--- src/rtl/spi_ram_pkg.sv ---
// Shared command encoding for the SPI slave and the RAM controller.
package spi_ram_pkg;

  localparam int CMD_W     = 2;
  localparam int PAYLOAD_W = 8;

  localparam logic [CMD_W-1:0] CMD_WR_ADDR = 2'b00;
  localparam logic [CMD_W-1:0] CMD_WR_DATA = 2'b01;
  localparam logic [CMD_W-1:0] CMD_RD_ADDR = 2'b10;
  localparam logic [CMD_W-1:0] CMD_RD_DATA = 2'b11;

  typedef struct packed {
    logic [CMD_W-1:0]     cmd;
    logic [PAYLOAD_W-1:0] payload;
  } rx_word_t;

endpackage

--- src/rtl/spi_ram_ctrl.sv ---
// Command-decoding single-port RAM behind the SPI slave.
// Define SPI_RAM_AUTOINC_EN to post-increment the addresses after each data access.
module spi_ram_ctrl
  import spi_ram_pkg::*;
#(
  parameter int MEM_DEPTH = 256,
  parameter int ADDR_SIZE = 8
) (
  input  logic                           clk,
  input  logic                           rst,
  input  logic [CMD_W+PAYLOAD_W-1:0]     din,
  input  logic                           rx_valid,
  output logic [PAYLOAD_W-1:0]           dout,
  output logic                           tx_valid,
  output logic                           cmd_err
);

  localparam logic [ADDR_SIZE:0]   ADDR_LIMIT = (ADDR_SIZE+1)'(MEM_DEPTH);
  localparam logic [ADDR_SIZE-1:0] LAST_ADDR  = ADDR_SIZE'(MEM_DEPTH - 1);

  logic [PAYLOAD_W-1:0] mem [MEM_DEPTH];

  logic                 rx_valid_q;
  logic [ADDR_SIZE-1:0] wr_addr_q, wr_addr_d;
  logic [ADDR_SIZE-1:0] rd_addr_q, rd_addr_d;
  logic                 wr_armed_q, wr_armed_d;
  logic                 rd_armed_q, rd_armed_d;
  logic [PAYLOAD_W-1:0] dout_q, dout_d;
  logic                 tx_valid_q, tx_valid_d;
  logic                 cmd_err_q, cmd_err_d;

  rx_word_t             word_s;
  logic                 accept_s;
  logic [ADDR_SIZE-1:0] addr_s;
  logic                 addr_ok_s;
  logic                 mem_we_s;

  assign word_s    = rx_word_t'(din);
  assign accept_s  = rx_valid & ~rx_valid_q;
  assign addr_s    = word_s.payload[ADDR_SIZE-1:0];
  assign addr_ok_s = ({1'b0, addr_s} < ADDR_LIMIT);

`ifdef SPI_RAM_AUTOINC_EN
  function automatic logic [ADDR_SIZE-1:0] next_addr(input logic [ADDR_SIZE-1:0] a);
    return (a == LAST_ADDR) ? '0 : a + ADDR_SIZE'(1'b1);
  endfunction
`endif

  // Decode one accepted command into next-state register values.
  always_comb begin
    wr_addr_d  = wr_addr_q;
    rd_addr_d  = rd_addr_q;
    wr_armed_d = wr_armed_q;
    rd_armed_d = rd_armed_q;
    dout_d     = dout_q;
    tx_valid_d = 1'b0;
    cmd_err_d  = 1'b0;
    mem_we_s   = 1'b0;
    if (accept_s) begin
      case (word_s.cmd)
        CMD_WR_ADDR: begin
          wr_addr_d  = addr_s;
          wr_armed_d = addr_ok_s;
          cmd_err_d  = ~addr_ok_s;
        end
        CMD_WR_DATA: begin
          if (wr_armed_q) begin
            mem_we_s = 1'b1;
`ifdef SPI_RAM_AUTOINC_EN
            wr_addr_d = next_addr(wr_addr_q);
`else
            wr_addr_d = wr_addr_q;
`endif
          end else begin
            cmd_err_d = 1'b1;
          end
        end
        CMD_RD_ADDR: begin
          rd_addr_d  = addr_s;
          rd_armed_d = addr_ok_s;
          cmd_err_d  = ~addr_ok_s;
        end
        CMD_RD_DATA: begin
          // Payload is a dummy byte; an armed address is always in range.
          if (rd_armed_q) begin
            dout_d     = mem[rd_addr_q];
            tx_valid_d = 1'b1;
`ifdef SPI_RAM_AUTOINC_EN
            rd_addr_d = next_addr(rd_addr_q);
`else
            rd_addr_d = rd_addr_q;
`endif
          end else begin
            cmd_err_d = 1'b1;
          end
        end
        default: begin
          cmd_err_d = 1'b0;
        end
      endcase
    end else begin
      mem_we_s = 1'b0;
    end
  end

  // Control and output registers with synchronous reset.
  always_ff @(posedge clk) begin
    if (rst) begin
      rx_valid_q <= 1'b0;
      wr_addr_q  <= '0;
      rd_addr_q  <= '0;
      wr_armed_q <= 1'b0;
      rd_armed_q <= 1'b0;
      dout_q     <= '0;
      tx_valid_q <= 1'b0;
      cmd_err_q  <= 1'b0;
    end else begin
      rx_valid_q <= rx_valid;
      wr_addr_q  <= wr_addr_d;
      rd_addr_q  <= rd_addr_d;
      wr_armed_q <= wr_armed_d;
      rd_armed_q <= rd_armed_d;
      dout_q     <= dout_d;
      tx_valid_q <= tx_valid_d;
      cmd_err_q  <= cmd_err_d;
    end
  end

  // Memory array; contents survive reset.
  always_ff @(posedge clk) begin
    if (mem_we_s && !rst) begin
      mem[wr_addr_q] <= word_s.payload;
    end
  end

  assign dout     = dout_q;
  assign tx_valid = tx_valid_q;
  assign cmd_err  = cmd_err_q;

endmodule

--- config.mk ---
export PLATFORM = sky130hd
export DESIGN_NAME = spi_ram_ctrl
export DESIGN_NICKNAME = d
export VERILOG_FILES = /design/src/rtl/spi_ram_pkg.sv /design/src/rtl/spi_ram_ctrl.sv
export SDC_FILE = /design/constraint.sdc
export NUM_CORES = 2
export LEC_CHECK = 0
export CAP_MARGIN = 30
export CORE_UTILIZATION = 34
export CTS_CLUSTER_SIZE = 8
export DETAILED_ROUTE_END_ITERATION = 12
export GPL_TIMING_DRIVEN = 0
export MAX_ROUTING_LAYER = met4
export PLACE_DENSITY_LB_ADDON = 0.15
export SLEW_MARGIN = 10
export SYNTH_ARGS = -nofsm -noshare
export SYNTH_HDL_FRONTEND = slang
export SYNTH_SLANG_ARGS = --single-unit
--- constraint.sdc ---
create_clock -name clk -period 2.7 [get_ports clk]
set_clock_uncertainty 0.05 [all_clocks]
set_input_delay 0.54 -clock clk [delete_from_list [all_inputs] [get_ports clk]]
set_output_delay 0.54 -clock clk [all_outputs]
set_load 0.005 [all_outputs]
* Word level (Yosys, flattened, before mapping)
Memories as Yosys holds them, arrays and structs flattened. A register that Yosys moved wholly into a read port is not among the register bits. Cells that the tools add are included.
Storage, ports and cells: flip-flop bits (word level) 21, RAM bits 2048, output and inout bits 10, memories kept 1
Operators by class: eq/ne operators 3, multiplexer cells 9, bitwise gates (word level) 4, reductions and logical operators 9
Memory list:
- mem | depth 256, width 8, rd ports 1, clocked after memory_dff 1, wr ports 1, RTL line spi_ram_ctrl.sv:21 | logic [PAYLOAD_W-1:0] mem [MEM_DEPTH];
Operators with widths (count):
- 2-to-1 mux 1 bit | 8
- equality test 2 bit (second input constant) | 2
- AND reduction 2 bit | 2
- OR reduction 2 bit | 2
- NOT 1 bit | 3
- case mux 1 bit (3 select lines) | 1
- AND reduction 3 bit | 1
- OR reduction 3 bit | 1
- equality test 2 x 1 -> 1 bit (second input constant) | 1
- zero test 2 bit | 1
- AND 1 bit | 1
- logical AND 1 bit | 1
- zero test 1 bit | 1

* Logic depth before layout (Yosys ltp)
word-level depth 6, mapped depth 13, gate-level depth less buffers 7

* Least setup slack after synthesis
No wires, ideal clock.
path kind input to register, from input port rst, to memory mem[220][0], enable pin, setup time 0.370 ns, arrival time 2.220 ns, required time 2.280 ns, path slack 0.059 ns, stages on the path 6, buffers on the path 1, cell sequence nand4bb_1 > nor2b_1 > nor3b_1 > nand3_1 > clkbuf_1 > nor2_1
On the way: word-level cells in the longest chain between the ends 4
Ends and longest elaborated chain:
- start: declaration | RTL line spi_ram_ctrl.sv:10 | input logic rst,
- zero test 1 bit | RTL line spi_ram_ctrl.sv:131 | if (mem_we_s && !rst) begin
- logical AND 1 bit | RTL line spi_ram_ctrl.sv:131
- 2-to-1 mux 1 bit | RTL line spi_ram_ctrl.sv:131
- 2-to-1 mux 1 bit (not written as such) | RTL line spi_ram_ctrl.sv:132 | mem[wr_addr_q] <= word_s.payload;
- end: declaration | RTL line spi_ram_ctrl.sv:21
Every way passes these cells.

==> impl_metrics.ini <==
[drt]
drcViolationCount = 0
avgViaCountPerCell = 5.84
dr.pass1.iters = 5
drtIter0Drc = 5653
routedWlPerCell_um = 40.1
via_count = 45300
wirelength_mm = 310
drtAntennaViolNets = 0

[global_routing]
antenna_found_initial = 17
grt_usage = 0.267
grt.busiest_layer = met2
grt_pass1_vias = 44200
gr-usage-met2 = 0.401
grt_overflow = 0
grt_pass1_wl_mm = 411
grt_max_degree = 126
globalRouteMet1Util = 0.360
met3_usage = 0.0472

[floorplanning]
die_x_um = 490
dieArea_um2 = 240000
coreArea_um2 = 236000
rows = 178
die_h_um = 490
initial_core_util = 0.343
pin_count = 23

[sta]
drv_slew = 0
period_minus_slack_ps = 3370
rsz0062_at_grt = true
worst_slack_ps = -669
tightest_slew_ps = 1250
fmax_ghz = 0.297
maxSlewHeadroom = 0.166
finalSetupTns_ps = -8300
hold_viol = 0
finalSetupViolations = 85
final.period_utilization = 1.25

[logic_synthesis]
synth.most_common_cell = edfxtp_1
synth_flop_cell = edfxtp_1
yosysTopAreaCell = edfxtp_1
syn_area_per_cell_um2 = 20.6
synth_cells = 3921
synthTopCellsByCount = 2048 x edfxtp_1, 401 x mux4_2, 305 x nor2_1, 237 x mux2i_1, 137 x nand2_1
yosysSeqAreaShare = 0.767
synth.distinct_cells = 64
synth-edff-count = 2048
ys_ff_latch = 2077
synthArstFlopShare = 0
yosys_warnings = 0
synth_nets = 3934
synth_top_area_frac = 0.760
synthTopCellsByArea = edfxtp_1 76%, mux4_2 11%, mux2i_1 2.9%, nor2_1 1.4%, mux4_1 0.75%
netlist_area_um2 = 80900

[clock_network]
clk_pin_slew_worst_paths_ps = 50
cts_buffers = 310
root_buffer = clkbuf_16
clk_path_buf_depth = 4
cts_tree = built
cts.sinks = 2077
clkLatencyLatePin_ps = 930
htree_levels = 5

[worst_setup_path]
r2r_slack_ps = -670
critPathKind = flop to flop
regToRegStartpoint = rd_addr_q[0]
path_max_fanout = 8
crit_path_end_kind = flop
arrival_ps = 4110
worstPathRequired_ps = 3440
start_kind = flop
cp-startpoint = rd_addr_q[0]

[power]
p_sw_frac = 0.213
pwr-share-clk = 0.471
leakage_nw = 30.5
seqPwrFrac = 0.490
power.share.combinational = 0.039
p_int_mw = 57.1
powerDensity_nw_per_um2 = 716
ir_drop_uv = 493
p_sw_mw = 15.4

[finish]
n_fill_cell = 20400
postLayoutCoreUtil = 0.429
drive_above_1_share = 0.367
area_growth_pct = 25.1
fin_nets = 4540

[worst_hold_path]
worstHoldStart = din[2]
min_path_type = primary input to flop

[placement]
dp_hpwl_mm = 204
pre_cts_slack_ps = -2880
io_buffer_count = 22
place_congestion = 0.951

[status]
outcome = finished with violations
violations = negative setup slack

[job]
timing.max_cap.violations = 0
## cells by family after synthesis
| logic type | after synthesis | share of synthesized area |
|---|---|---|
| compound gates | 360 | 0.0314 |
| buf+inv | 233 | 0.0206 |
| flops | 2077 | 0.767 |
| mux | 676 | 0.150 |
| simple gates | 575 | 0.0303 |
## worst max-delay path, stage by stage (launching register included)
cell       delay, ps
dfxtp_2          340
buf_12           170
buf_16           160
buf_16           120
buf_16           160
buf_16           180
buf_16           140
mux2i_4          260
o22ai_4          140
a2111oi_4        680
nor4_4           150
a32oi_4          430
o41ai_2          150
## power by group through the flow
stage                     sequential, mW  clock, mW  combinational, mW
final                               35.5       34.1               2.85
after global routing                35.5       35.6               2.89
after CTS                           35.5       34.4               2.74
after detailed placement            36.1          0               2.41
after global placement              36.5          0               2.27
after floorplan                     36.1          0              0.877
## registers in the layout, summed over array words and instances (netlist names)
| register | count |
|---|---|
| cmd_err | 1 |
| dout | 8 |
| mem | 2048 |
| rd_addr_q | 8 |
| rd_armed_q | 1 |
| rx_valid_q | 1 |
| tx_valid | 1 |
| wr_addr_q | 8 |
| wr_armed_q | 1 |
## metrics by stage
stage | hold WS [ps] | power (mW) | std cells | instance area (µm²)
3_3_place_gp | 409 | 38.8 | 7093 | 85100
5_1_grt | 31.3 | 74.0 | 7745 | 101000
2_1_floorplan | 382 | 37.0 | 3921 | 80900
6_report | 34.4 | 72.5 | 7748 | 101000
3_5_place_dp | 423 | 38.5 | 7168 | 86300
4_1_cts | 15.0 | 72.6 | 7672 | 100000
## worst paths after layout
| kind | endpoint | cells after the start |
|---|---|---|
| worst max-delay path | dout[6] | 12 |
| worst min-delay path | mem[174][2] | 1 |
| worst max register to register | dout[6] | 12 |
| worst min register to register | wr_armed_q | 2 |
## layer usage
metal  vias to the layer above  wire length [µm]
met5                         -                 0
met4                         0             13700
met3                       589             23600
met2                      2302            143000
met1                     24800            130000
li1                      17500                 -
## cells in the final DEF, fill, tap and decap left out, types with 66 or more instances in the layout
cell type  netlist  layout
edfxtp_1      2048    2048
mux2i_1        237     216
nor2_1         305      81
mux4_2         401     402
buf_4           25     197
nand2_1        137     113
nor2_4           0     189
clkbuf_1        79      66
clkbuf_16        0     317
buf_16           0      72
## area by class of cell
class,instances,area [µm²],area share
clock buffer,368,8080,0.0798
antenna,8,20.0,0.000198
multi-input combinational,1611,20400,0.201
inverter,3,23.8,0.000235
tap,3150,3940,0.0389
clock inverter,7,56.3,0.000556
timing repair buffer,296,3250,0.0321
buffer,228,3390,0.0335
sequential,2077,62100,0.613
## repair_timing
item                                    in CTS  in global routing
hold endpoints to repair                    59                  0
pin swaps                                   42                 32
gates cloned                                 0                  1
endpoints found under the setup margin    1944               1353
resized for setup                         1071                119
hold buffers                                 4                  0
buffers inserted                           126                 66
Power figures use the tool's default switching activity.
